$ cat src/rtl/alu_pkg.sv
// Shared ALU package: op encodings, XLEN, and multiplier controller states.
package alu_pkg;

  localparam int XLEN = 32;

  localparam logic [3:0] ALU_ADD  = 4'b0000;
  localparam logic [3:0] ALU_SUB  = 4'b0001;
  localparam logic [3:0] ALU_AND  = 4'b0010;
  localparam logic [3:0] ALU_OR   = 4'b0011;
  localparam logic [3:0] ALU_XOR  = 4'b0100;
  localparam logic [3:0] ALU_SLT  = 4'b0101;
  localparam logic [3:0] ALU_SLTU = 4'b0110;
  localparam logic [3:0] ALU_SLL  = 4'b1010;
  localparam logic [3:0] ALU_SRL  = 4'b1011;
  localparam logic [3:0] ALU_SRA  = 4'b1100;

  typedef enum logic [1:0] {
    IDLE = 2'd0,
    RUN  = 2'd1,
    DONE = 2'd2
  } mul_state_t;

endpackage

$ cat src/rtl/alu_mul_seq_if.sv
// Operand/result handshakes plus ALU drive for the sequential multiplier.
interface alu_mul_seq_if;
  import alu_pkg::*;

  logic            in_valid;
  logic            in_ready;
  logic [XLEN-1:0] in_a;
  logic [XLEN-1:0] in_b;
  logic            flush;
  logic            out_valid;
  logic            out_ready;
  logic [XLEN-1:0] out_prod;
  logic            alu_grant_o;
  logic [XLEN-1:0] alu_in_1;
  logic [XLEN-1:0] alu_in_2;
  logic [3:0]      alu_op;
  logic [XLEN-1:0] alu_result;

  modport master (
    output in_valid, in_a, in_b, flush, out_ready, alu_result,
    input  in_ready, out_valid, out_prod,
    input  alu_grant_o, alu_in_1, alu_in_2, alu_op
  );

  modport slave (
    input  in_valid, in_a, in_b, flush, out_ready, alu_result,
    output in_ready, out_valid, out_prod,
    output alu_grant_o, alu_in_1, alu_in_2, alu_op
  );

endinterface

$ cat src/rtl/alu_mul_seq.sv
// Shift-and-add multiplier that borrows the shared ALU one add per cycle.
// Define MUL_EARLY_TERM_EN to stop once the remaining multiplier is zero.
module alu_mul_seq
  import alu_pkg::*;
(
  input  logic         clk,
  input  logic         reset,
  alu_mul_seq_if.slave bus
);

  mul_state_t      state_q, state_d;
  logic [XLEN-1:0] acc_q, acc_d;
  logic [XLEN-1:0] mcand_q, mcand_d;
  logic [XLEN-1:0] mplier_q, mplier_d;
  logic [XLEN-1:0] prod_q, prod_d;
  logic [4:0]      cnt_q, cnt_d;
  logic            last_step;

  always_ff @(posedge clk or posedge reset) begin
    if (reset) begin
      state_q  <= IDLE;
      acc_q    <= '0;
      mcand_q  <= '0;
      mplier_q <= '0;
      prod_q   <= '0;
      cnt_q    <= '0;
    end else begin
      state_q  <= state_d;
      acc_q    <= acc_d;
      mcand_q  <= mcand_d;
      mplier_q <= mplier_d;
      prod_q   <= prod_d;
      cnt_q    <= cnt_d;
    end
  end

  always_comb begin
    state_d         = state_q;
    acc_d           = acc_q;
    mcand_d         = mcand_q;
    mplier_d        = mplier_q;
    prod_d          = prod_q;
    cnt_d           = cnt_q;
    last_step       = 1'b0;
    bus.in_ready    = 1'b0;
    bus.out_valid   = 1'b0;
    bus.alu_grant_o = 1'b0;
    bus.alu_in_1    = '0;
    bus.alu_in_2    = '0;

    unique case (state_q)
      IDLE: begin
        bus.in_ready = 1'b1;
        if (bus.in_valid) begin
          acc_d    = '0;
          mcand_d  = bus.in_a;
          mplier_d = bus.in_b;
          cnt_d    = '0;
          state_d  = RUN;
`ifdef MUL_EARLY_TERM_EN
          if (bus.in_b == '0) begin
            state_d = DONE;
            prod_d  = '0;
          end
`endif
        end
      end
      RUN: begin
        bus.alu_grant_o = 1'b1;
        bus.alu_in_1    = acc_q;
        bus.alu_in_2    = mplier_q[0] ? mcand_q : '0;
        acc_d           = bus.alu_result;
        mcand_d         = {mcand_q[XLEN-2:0], 1'b0};
        mplier_d        = {1'b0, mplier_q[XLEN-1:1]};
        cnt_d           = cnt_q + 5'd1;
`ifdef MUL_EARLY_TERM_EN
        last_step       = (mplier_d == '0);
`else
        last_step       = (cnt_q == 5'd31);
`endif
        if (last_step) begin
          state_d = DONE;
          prod_d  = bus.alu_result;
        end
      end
      DONE: begin
        bus.out_valid = 1'b1;
        if (bus.out_ready) state_d = IDLE;
      end
      default: state_d = IDLE;
    endcase

    // Abort wins over everything; the held product must not move.
    if (bus.flush) begin
      state_d = IDLE;
      prod_d  = prod_q;
    end
  end

  assign bus.out_prod = prod_q;
  assign bus.alu_op   = ALU_ADD;

endmodule

$ cat src/flat_wrapper.sv
// flat-port wrapper written by rule: the top's interface ports become plain ports
module alu_mul_seq_flat import alu_pkg::*;
  (clk, reset, bus_in_valid, bus_in_a, bus_in_b, bus_flush, bus_out_ready, bus_alu_result, bus_in_ready, bus_out_valid, bus_out_prod, bus_alu_grant_o, bus_alu_in_1, bus_alu_in_2, bus_alu_op);
  alu_mul_seq_if bus_i ();
  input  logic clk;
  input  logic reset;
  input wire logic [$bits(bus_i.in_valid)-1:0] bus_in_valid;
  input wire logic [$bits(bus_i.in_a)-1:0] bus_in_a;
  input wire logic [$bits(bus_i.in_b)-1:0] bus_in_b;
  input wire logic [$bits(bus_i.flush)-1:0] bus_flush;
  input wire logic [$bits(bus_i.out_ready)-1:0] bus_out_ready;
  input wire logic [$bits(bus_i.alu_result)-1:0] bus_alu_result;
  output wire logic [$bits(bus_i.in_ready)-1:0] bus_in_ready;
  output wire logic [$bits(bus_i.out_valid)-1:0] bus_out_valid;
  output wire logic [$bits(bus_i.out_prod)-1:0] bus_out_prod;
  output wire logic [$bits(bus_i.alu_grant_o)-1:0] bus_alu_grant_o;
  output wire logic [$bits(bus_i.alu_in_1)-1:0] bus_alu_in_1;
  output wire logic [$bits(bus_i.alu_in_2)-1:0] bus_alu_in_2;
  output wire logic [$bits(bus_i.alu_op)-1:0] bus_alu_op;
  assign bus_i.in_valid = bus_in_valid;
  assign bus_i.in_a = bus_in_a;
  assign bus_i.in_b = bus_in_b;
  assign bus_i.flush = bus_flush;
  assign bus_i.out_ready = bus_out_ready;
  assign bus_i.alu_result = bus_alu_result;
  assign bus_in_ready = bus_i.in_ready;
  assign bus_out_valid = bus_i.out_valid;
  assign bus_out_prod = bus_i.out_prod;
  assign bus_alu_grant_o = bus_i.alu_grant_o;
  assign bus_alu_in_1 = bus_i.alu_in_1;
  assign bus_alu_in_2 = bus_i.alu_in_2;
  assign bus_alu_op = bus_i.alu_op;
  alu_mul_seq u_core (.clk(clk), .reset(reset), .bus(bus_i));
endmodule
$ cat config.mk
export PLATFORM = sky130hd
export DESIGN_NAME = alu_mul_seq_flat
export DESIGN_NICKNAME = d
export VERILOG_FILES = /design/src/rtl/alu_pkg.sv /design/src/rtl/alu_mul_seq_if.sv /design/src/rtl/alu_mul_seq.sv /design/src/flat_wrapper.sv
export SDC_FILE = /design/constraint.sdc
export NUM_CORES = 1
export LEC_CHECK = 0
export BUFFER_PORTS_ARGS = -buffer_cell sky130_fd_sc_hd__buf_4
export CAP_MARGIN = 20
export CORE_UTILIZATION = 39
export DETAILED_ROUTE_END_ITERATION = 6
export PLACE_DENSITY = 0.67
export RECOVER_POWER = 50
export SYNTH_ARGS = -nofsm -noshare
export SYNTH_HDL_FRONTEND = slang
export SYNTH_SLANG_ARGS = --single-unit
$ cat constraint.sdc
create_clock -name clk -period 4.8 [get_ports clk]
set_clock_uncertainty 0.05 [all_clocks]
set_input_delay 0.96 -clock clk [delete_from_list [all_inputs] [get_ports clk]]
set_output_delay 0.96 -clock clk [all_outputs]
set_load 0.02 [all_outputs]
==> out/summary.txt, run 1 <==
Via count: 4629
ANT nets after route: 0
Max Cap Viol: 2
DP Cell Count: 878
Cts bufs inserted: 17
RSZ-0062 raised after global routing: no
Crit path time final: 3550 ps
Initial core utilization: 40.7%
WP data required: 3790 ps
Part of the power in the clock network: 41.7%
Mean Syn Cell Area: 11.3 sq um
Power Density: 381 nW/um^2
Root Driver: clkbuf_16
Largest net degree at the start of global routing: 104
Layout area overhead: 33.7%
I/O pin count: 204
Leading area contributor after synthesis: dfrtp_1
Worst endpoint data arrival time: 2540 ps
First-pass GRT wire length: 23.9 mm
Net Sw Frac: 25.6%
Switching power: 782 uW
#FFs+latches synth: 135
GRT Util Overall: 19.1%
Full die area: 15900 sq um
Max-slew violations: 103
Yosys warnings: 0
Fin util: 54.4%
Lkg Pwr: 4.06 nW
Setup TNS: 0 ps
Worst skew pair latency: 410 ps
HP Class: flop to flop
Post_cts resized: 0
CP Capture Type: primary output
DRC violation count after routing: 0
Placed inst area: 7580 sq um
Routed length per placed instance: 15.8 microns
Detailed Route WL: 14.4 mm
Final setup vio count: 0
Fill cell count: 1318
Flop pwr share: 44.2%
Vias in the first global route: 4683
Diode count: 0
Row count: 44
Top cells by area, synth: dfrtp_1, mux2i_1, o21ai_0
DR iter-0 viols: 264
Die height: 126 microns
Part of the power in combinational logic: 14.1%
Max frequency: 0.281 GHz
DR vias/cell: 5.09
Worst setup SP type: flop
Slew @ Worst Pin: 2800 ps
Final Instance Area: 8020 sq um
Unique masters post-synth: 29
Top-area cell type share of the netlist area: 56.3%
Post-synthesis instance total: 533
Fin. Hold Viols: 0
Cell Int Power: 2.27 mW
Htree depth: 4
DP HPWL: 9.84 mm
Layout net count: 816
GPL Wtd Cong: 0.818
Layout cells sized above 1: 30.4%
Seq/Total Area, Yosys: 56.3%
Failing checks: max-capacitance violations, max-slew violations
Netlist Area Pre-Place: 6000 sq um
Clk sinks: 135
Crit Path Class: flop to primary output
CTS tree: done
Die outline width: 126 microns
Worst VDD drop: 0.000209 V
Grt ovf: 0
IO buf count: 199
Fin cells: 910
Worst-path clk slew: 50 ps
CP max FO: 56
Drt first pass iters: 4
Initial antenna violation count: 0
Tcrit/Tclk final: 74.0%
Post-cts hold buffer count: 0
Worst rel slew slack: -87.6%
Number of setup buffers added after CTS: 0
Clk buf depth: 2
Core Region: 14800 sq um
Outcome: finished with violations
Total power: 3.05 mW
[state kept, by name, indices dropped and copies added, names as in the netlist]
signal,cells
u_core.mplier_q,32
u_core.cnt_q,5
u_core.mcand_q,32
u_core.acc_q,32
u_core.bus.out_prod,32
u_core.state_q,2
[cells in the final DEF, fill, tap and decap left out, types with 12 or more instances in the layout]
master	n
mux2_2	12
a22o_1	34
o21ai_0	63
nand2_1	64
mux2_1	20
clkbuf_16	17
and3_1	33
a22oi_1	33
dfrtp_1	135
mux2i_1	32
buf_4	171
clkbuf_1	37
and2_1	33
[final timing paths]
path | from | end | slack [ps] | depth (start not counted)
max in group asynchronous | reset | u_core.bus.out_prod[10] | 1420 | 3
max | u_core.state_q[1] | bus_alu_in_2[19] | 1250 | 6
min reg2reg | u_core.mcand_q[31] | u_core.mcand_q[31] | 430 | 2
max reg2reg | u_core.state_q[0] | u_core.mplier_q[13] | 1600 | 5
min in group asynchronous | reset | u_core.bus.out_prod[11] | 1290 | 2
min | u_core.mcand_q[31] | u_core.mcand_q[31] | 430 | 2
[metrics by stage]
stage | hold WS [ps] | setup WS [ps]
6_report | 429 | 1250
5_1_grt | 445 | 792
4_1_cts | 430 | 1220
3_3_place_gp | 413 | 1770
2_1_floorplan | 392 | 179
3_5_place_dp | 419 | 1670
[area by class of cell]
class	instances	area, sq um	area share, %
multi-input combinational	344	2350	29.3
timing repair buffer	209	1450	18.1
sequential	135	3380	42.1
tap	184	230	2.87
clock buffer	27	533	6.64
inverter	6	23.8	0.296
clock inverter	5	58.8	0.733
[cell usage after synthesis, drive strengths merged]
library cell	number
a21oi	2
a22o	34
a22oi	33
a32o	2
and2	33
and3	33
buf	31
clkbuf	20
conb	1
dfrtp	135
ha	2
inv	6
mux2	32
mux2i	32
nand2	64
nand2b	1
nand3	1
nor2	2
nor2b	2
nor3	2
o21ai	63
o21bai	1
o31ai	1
[power by group through the flow]
stage / clock network (mW) / registers (mW) / logic, mW
floorplan: 0 / 1.36 / 0.268
global placement: 0 / 1.36 / 0.437
detailed placement: 0 / 1.37 / 0.454
CTS: 1.30 / 1.35 / 0.455
global route: 1.36 / 1.37 / 0.480
finish: 1.27 / 1.35 / 0.432
[critical path, cell delays in order, from the launching register on]
cell and delay, ps:
dfrtp_1 350, buf_4 220, nand2b_4 180, inv_2 600, buf_4 400, and3_1 210
buf_4 150
[kinds of logic (layout without fill, tap and decap cells)]
logic type      count (synthesis)  in the layout  synth area share [%]
mux                            64             64                  11.3
compound gates                136            136                  15.2
fa+ha+maj                       2              2                 0.417
flops                         135            135                  56.3
buf+inv                        57            247                  4.86
other cells                     1              4                0.0625
simple gates                  138            138                  11.9
[routing by layer]
| layer | wire (microns) | vias up | GRT usage, % |
|---|---|---|---|
| met5 | 0 | - | 0 |
| met4 | 285 | 0 | 9.14 |
| met3 | 696 | 19 | 4.08 |
| met2 | 7180 | 143 | 31.3 |
| met1 | 6200 | 2230 | 24.2 |
| li1 | - | 2237 | - |
(Power assumes the default switching activity.)
==> run 2, diff against run 1 <==
--- a/config.mk
+++ b/config.mk
@@ -5,11 +5,12 @@
 export SDC_FILE = /design/constraint.sdc
 export NUM_CORES = 1
 export LEC_CHECK = 0
+export ABC_AREA = 1
 export BUFFER_PORTS_ARGS = -buffer_cell sky130_fd_sc_hd__buf_4
 export CAP_MARGIN = 20
 export CORE_UTILIZATION = 39
 export DETAILED_ROUTE_END_ITERATION = 6
-export PLACE_DENSITY = 0.67
+export PLACE_DENSITY = 0.66
 export RECOVER_POWER = 50
 export SYNTH_ARGS = -nofsm -noshare
 export SYNTH_HDL_FRONTEND = slang
==> constraint.sdc (replaced) <==
create_clock -name clk -period 3.1 [get_ports clk]
set_clock_uncertainty 0.05 [all_clocks]
set_input_delay 0.62 -clock clk [delete_from_list [all_inputs] [get_ports clk]]
set_output_delay 0.62 -clock clk [all_outputs]
set_load 0.02 [all_outputs]
==> run 2 against run 1 <==
The run still ends with max-capacitance violations, max-slew violations left. Clock-buffer cell count shrank 6. Sequential share of layout area is 2.5 points lower. Total power is 60% higher. Synthesized area is 7.6% higher. Critical path type is now flop to flop.
==> out/summary.txt, run 2 <==
Outcome: finished with violations
Failing checks: max-capacitance violations, max-slew violations
Placed inst area: 8090 sq um (+6.8%)
Number of flops mapped to enable cells by yosys: 0 (unchanged)
Routed length per placed instance: 14.5 microns (-8.2%)
Detailed Route WL: 18.1 mm (+26%)
Full die area: 17100 sq um (+7.5%)
CP Capture Type: flop
Fill cell count: 1607 (+22%)
R2R depth: 6 (+1)
Top-area cell type share of the netlist area: 52.3% (-4.0 points)
Count leader, synth: nand2_1
Clk buf depth: 2 (unchanged)
Ys flop type: dfrtp_1
Cts bufs inserted: 17 (unchanged)
HP Class: input pin to flop
Via count: 6094 (+32%)
Top cells by count, synth: nand2_1, nand3_1, dfrtp_1
WP buf/inv: 3 (-1)
Layout area overhead: 32.0%
Total power: 4.90 mW (+60%)
Max Cap Viol: 1 (-1)
IO buf count: 199 (unchanged)
#FFs+latches synth: 135 (unchanged)
Row count: 46 (+4.5%)
Die height: 131 microns (+3.7%)
WHS: 338 ps (-91.1 ps)
DR iter-0 viols: 419 (+59%)
Worst rel slew slack: -24.5% (+63 points)
Worst setup SP type: flop
Commonest non-fill, non-tap cell in the layout: nand2_1
Power Density: 575 nW/um^2 (+51%)
Worst endpoint data arrival time: 2910 ps (+370 ps)
Clk sinks: 135 (unchanged)
ANT nets after route: 0 (unchanged)
Lkg Pwr: 4.45 nW (+9.7%)
Fin. Hold Viols: 0 (unchanged)
Fin cells: 1248 (+37%)
Worst skew pair latency: 410 ps (about the same)
Number of setup buffers added after CTS: 0 (unchanged)
Crit path time final: 2690 ps
DP Cell Count: 1218 (+39%)
Seq/Total Area, Yosys: 52.3% (-4.0 points)
Mean Syn Cell Area: 7.57 sq um (-33%)
Worst VDD drop: 0.000378 V (+81%)
Max-slew violations: 136 (+32%)
Top cells by area, synth: dfrtp_1, nand2_1, nand3_1
Commonest cells after routing, fill and taps aside: nand2_1, nand3_1, buf_4
Min-delay src: bus_flush
Crit path cell chain: inv_1 -> clkbuf_2 -> nand2_1 -> nand2_1 -> clkbuf_2 -> o21ai_0
Yosys warnings: 0 (unchanged)
Max frequency: 0.371 GHz
Crit Path Class: flop to flop
Async SR Flop Fraction: 100% (unchanged)
Slew @ Worst Pin: 1870 ps (-932 ps)
CP peak stage delay: 560 ps (-40 ps)
RSZ-0062 raised after global routing: no
GRT Util Overall: 21.9% (+2.8 points)
Final setup vio count: 0 (unchanged)
Initial antenna violation count: 0 (unchanged)
Post-synthesis instance total: 853 (+60%)
Layout net count: 1124 (+38%)
Worst r2r src: u_core.state_q[1]
Largest net degree at the start of global routing: 136 (+31%)
Worst-path clk slew: 60 ps (about the same)
Crit-path leading delay family: buffers and inverters
Layout cells sized above 1: 21.2% (-9.2 points)
Htree depth: 4 (unchanged)
Netlist Area Pre-Place: 6460 sq um (+7.6%)
Diode count: 0 (unchanged)
I/O pin count: 204 (unchanged)
Grt ovf: 0 (unchanged)
Initial core utilization: 40.4% (-0.31 points)
Post_cts resized: 0 (unchanged)
Setup TNS: 0 ps (unchanged)
Post-cts hold buffer count: 0 (unchanged)
DR vias/cell: 4.88 (-4.0%)
Final Instance Area: 8520 sq um (+6.2%)
Slack of the worst reg-to-reg path: 410 ps (-1190 ps)
Tcrit/Tclk final: 86.9%
CP max-delay cell: clkbuf_2
R2R Path End: u_core.acc_q[2]
CP max FO: 33 (-41%)
Leading area contributor after synthesis: dfrtp_1
Root Driver: clkbuf_16
Core Region: 16000 sq um (+8.4%)
DRC violation count after routing: 0 (unchanged)
First-pass GRT wire length: 29.0 mm (+21%)
Hold Crit Depth: 2 (unchanged)
Die outline width: 131 microns (+3.7%)
WHS Endpoint: u_core.state_q[0]
DP HPWL: 11.4 mm (+16%)
WP data required: 3320 ps (-470 ps)
Drt first pass iters: 5 (+1)
Unique masters post-synth: 18 (-38%)
Vias in the first global route: 5577 (+19%)
CTS tree: done
GPL Wtd Cong: 0.781 (-4.4%)
## run 2: worst register-to-register path: stages, from the launching register on
cell      delay (ps)
dfrtp_1          430
inv_1            130
clkbuf_2         560
nand2_1          500
nand2_1          230
clkbuf_2         480
o21ai_0          170
## run 2: cell type report
class | instances | area (sq um) | share of cell area [%]
Multi-Input combinational cell | 610 | 2620 | 30.7
Timing Repair Buffer | 217 | 1520 | 17.9
Sequential cell | 135 | 3380 | 39.6
Tap cell | 216 | 270 | 3.17
Clock buffer | 21 | 480 | 5.64
Inverter | 40 | 151 | 1.78
Clock inverter | 9 | 100 | 1.17
## run 2: cells by family (layout without fill, tap and decap cells)
| kind of cell | count (synthesis) | in the layout | synth area share [%] |
|---|---|---|---|
| other | 1 | 4 | 0.0581 |
| and+or+nand+nor | 567 | 567 | 36.9 |
| buffers and inverters | 111 | 287 | 7.46 |
| adders and majority gates | 2 | 2 | 0.387 |
| DFF | 135 | 135 | 52.3 |
| AOI/OAI and AO/OA | 37 | 37 | 2.87 |
## run 2: how the worst max path moves through the flow
stage	from	to	slack (ps)	cells past startpoint
final	u_core.state_q[1]	u_core.acc_q[2]	410	6
after global routing	u_core.state_q[1]	u_core.acc_q[5]	170	6
after CTS	u_core.state_q[0]	bus_alu_grant_o	430	4
after detailed placement	u_core.state_q[0]	bus_alu_grant_o	880	4
after global placement	u_core.state_q[0]	bus_alu_grant_o	870	4
after floorplan	reset	u_core.acc_q[0]	750	1
## run 2: layer usage
layer  part of all wire, %  global-route usage, %
met1                    48                   31.7
met2                    45                   32.6
met4                   1.2                   6.63
met5                     0                      0
met3                   6.0                   5.05
## run 2: where the power goes
part	leakage (nW)	total [mW]	internal, mW	switching, mW
combinational	2.43	0.821	0.317	0.504
clock	0.286	1.98	1.25	0.732
sequential	1.73	2.09	1.96	0.129
total	4.45	4.90	3.53	1.37
## run 2: stage by stage
stage	util (%)	worst slack [ps]
floorplan	-	751
global placement	50.6	872
detailed placement	50.6	878
CTS	54.2	429
global route	53.3	166
finish	53.3	406
==> run 3, diff against run 2 <==
--- a/config.mk
+++ b/config.mk
@@ -10,7 +10,7 @@
 export CAP_MARGIN = 20
 export CORE_UTILIZATION = 39
 export DETAILED_ROUTE_END_ITERATION = 6
-export PLACE_DENSITY = 0.66
+export PLACE_DENSITY_LB_ADDON = 0.3
 export RECOVER_POWER = 50
 export SYNTH_ARGS = -nofsm -noshare
 export SYNTH_HDL_FRONTEND = slang
==> run 3 against run 2 <==
The flow still finishes with violations (max-capacitance violations, max-slew violations). Clock-buffer cell count rose by 3. Non-clock buffer count shrank 2. Global-route usage decreased by 0.49 points. Register-to-register slack better by 250 ps. Combinational power is 2% lower. Wire length fell by 2.7%. Utilization shrank 0.30 points. Largest cell class unchanged. Largest power group unchanged. Highest routed layer unchanged.
==> out/summary.txt, run 3 (synthesis results as in run 2) <==
R2R depth: 6 (unchanged)
Diode count: 0 (unchanged)
Crit. Startpoint: u_core.state_q[1]
Outcome: finished with violations
Commonest cells after routing, fill and taps aside: nand2_1, nand3_1, buf_4
Cts bufs inserted: 17 (unchanged)
Max Cap Viol: 1 (unchanged)
Fin. Hold Viols: 0 (unchanged)
Largest net degree at the start of global routing: 136 (unchanged)
Final Instance Area: 8480 sq um (-0.56%)
Failing checks: max-capacitance violations, max-slew violations
Post-cts hold buffer count: 0 (unchanged)
Critical Path End: bus_alu_in_1[26]
DRC violation count after routing: 0 (unchanged)
Worst skew pair latency: 410 ps (about the same)
First-pass GRT wire length: 28.3 mm (-2.7%)
Met2 wire len: 7.94 mm (-1.9%)
WHS: 342 ps (+4.10 ps)
GRT Util Overall: 21.4% (-0.49 points)
R2R Path End: u_core.mplier_q[2]
Most numerous cell on the critical path: buf_4
Final setup vio count: 0 (unchanged)
Max-slew violations: 136 (unchanged)
CP Capture Type: primary output
Grt ovf: 0 (unchanged)
Hold Crit Depth: 2 (unchanged)
CP Depth: 5 (-1)
HP Class: input pin to flop
Root Driver: clkbuf_16
ANT nets after route: 0 (unchanged)
DR vias/cell: 4.89 (+0.17%)
CTS tree: done
Initial core utilization: 40.4% (unchanged)
Worst endpoint data arrival time: 1910 ps (-1000 ps)
Detailed Route WL: 17.6 mm (-2.7%)
Full die area: 17100 sq um (unchanged)
Max layer used: met4
Fin cells: 1244 (-0.32%)
Worst setup SP type: flop
Vias in the first global route: 5565 (-0.22%)
Power Density: 563 nW/um^2 (-2.1%)
Die outline width: 131 microns (unchanged)
Setup TNS: 0 ps (unchanged)
WP buf/inv: 3 (unchanged)
CP peak stage delay: 410 ps (-150 ps)
Crit path time final: 2580 ps (-113 ps)
Commonest non-fill, non-tap cell in the layout: nand2_1
Tcrit/Tclk final: 83.3% (-3.6 points)
Worst rel slew slack: -24.1% (+0.36 points)
Crit Path Class: flop to primary output
DP HPWL: 11.0 mm (-3.5%)
Number of setup buffers added after CTS: 0 (unchanged)
CP max FO: 32 (-3.0%)
Slew @ Worst Pin: 1860 ps (-5.45 ps)
Layout cells sized above 1: 20.6% (-0.60 points)
DP Cell Count: 1216 (-0.16%)
Worst r2r src: u_core.state_q[1]
Layout net count: 1122 (-0.18%)
Clk buf depth: 2 (unchanged)
Crit-path leading delay family: buffers and inverters
Worst VDD drop: 0.000412 V (+8.9%)
Clk sinks: 135 (unchanged)
Die height: 131 microns (unchanged)
Worst-path clk slew: 50 ps (about the same)
Slack of the worst reg-to-reg path: 660 ps (+250 ps)
Routed length per placed instance: 14.1 microns (-2.4%)
I/O pin count: 204 (unchanged)
Via count: 6085 (-0.15%)
Placed inst area: 8090 sq um (about the same)
Max frequency: 0.387 GHz (+4.4%)
Lkg Pwr: 4.42 nW (-0.65%)
Core Region: 16000 sq um (unchanged)
Initial antenna violation count: 0 (unchanged)
Crit path cell chain: inv_1 -> nand2_4 -> buf_4 -> nor2_1 -> buf_4
RSZ-0062 raised after global routing: no
WP data required: 2430 ps (-890 ps)
Total power: 4.77 mW (-2.7%)
Layout area overhead: 31.2%
IO buf count: 199 (unchanged)
Post_cts resized: 0 (unchanged)
GPL Wtd Cong: 0.802 (+2.6%)
CP max-delay cell: dfrtp_1
Met3 wire length: 1.03 mm (-4.2%)
Htree depth: 4 (unchanged)
DR iter-0 viols: 352 (-16%)
Post-Route M1 WL: 8.23 mm (-5.2%)
Row count: 46 (unchanged)
Drt first pass iters: 5 (unchanged)
[run 3: cell types whose count changed in the layout (fill, tap and decap cells not counted)]
| cell | change |
|---|---|
| buf_12 | +1 |
| buf_4 | -1 |
| bufinv_16 | -1 |
| clkbuf_1 | +3 |
| clkbuf_2 | -1 |
| clkbuf_8 | -1 |
| clkinv_2 | -3 |
| clkinvlp_4 | -1 |
[run 3: worst min path at each step]
stage / start / to / slack [ps]
after floorplan: u_core.mplier_q[17] / u_core.mplier_q[16] / 420
after global placement: u_core.bus.out_prod[3] / u_core.bus.out_prod[3] / 420
after detailed placement: u_core.bus.out_prod[31] / u_core.bus.out_prod[31] / 420
after CTS: bus_flush / u_core.state_q[0] / 320
after global routing: bus_flush / u_core.state_q[0] / 330
final: bus_flush / u_core.state_q[0] / 340
[run 3: report_power, final]
group / internal [mW] / total (mW) / switching (mW)
clock network: 1.15 / 1.86 / 0.710
logic: 0.319 / 0.808 / 0.489
registers: 1.96 / 2.10 / 0.140
total: 3.43 / 4.77 / 1.34
[run 3: final cells by class]
class / count / area [sq um]
sequential: 135 / 3380
timing repair buffer: 215 / 1530
clock inverter: 4 / 47.5
inverter: 40 / 151
tap: 216 / 270
fill: 1615 / 7520
clock buffer: 24 / 482
multi-input combinational: 610 / 2620
[run 3: worst reg2reg max path: stages (launching register included)]
cell      delay (ps)
dfrtp_1          420
inv_1            120
buf_4            340
nand2_1          130
clkbuf_2         790
nand3_1          360
nand3_1          110
[run 3: through the flow]
stage          worst slack [ps]  utilization [%]
3_5_place_dp                965             50.6
2_1_floorplan               751                -
5_1_grt                     391             53.0
4_1_cts                     506             53.9
6_report                    519             53.0
3_3_place_gp                966             50.6
[run 3: metal layers]
metal,track usage (%),up-vias
li1,-,3036
met1,29.3,2824
met2,33.0,204
met3,4.52,21
met4,9.13,0
met5,0,-
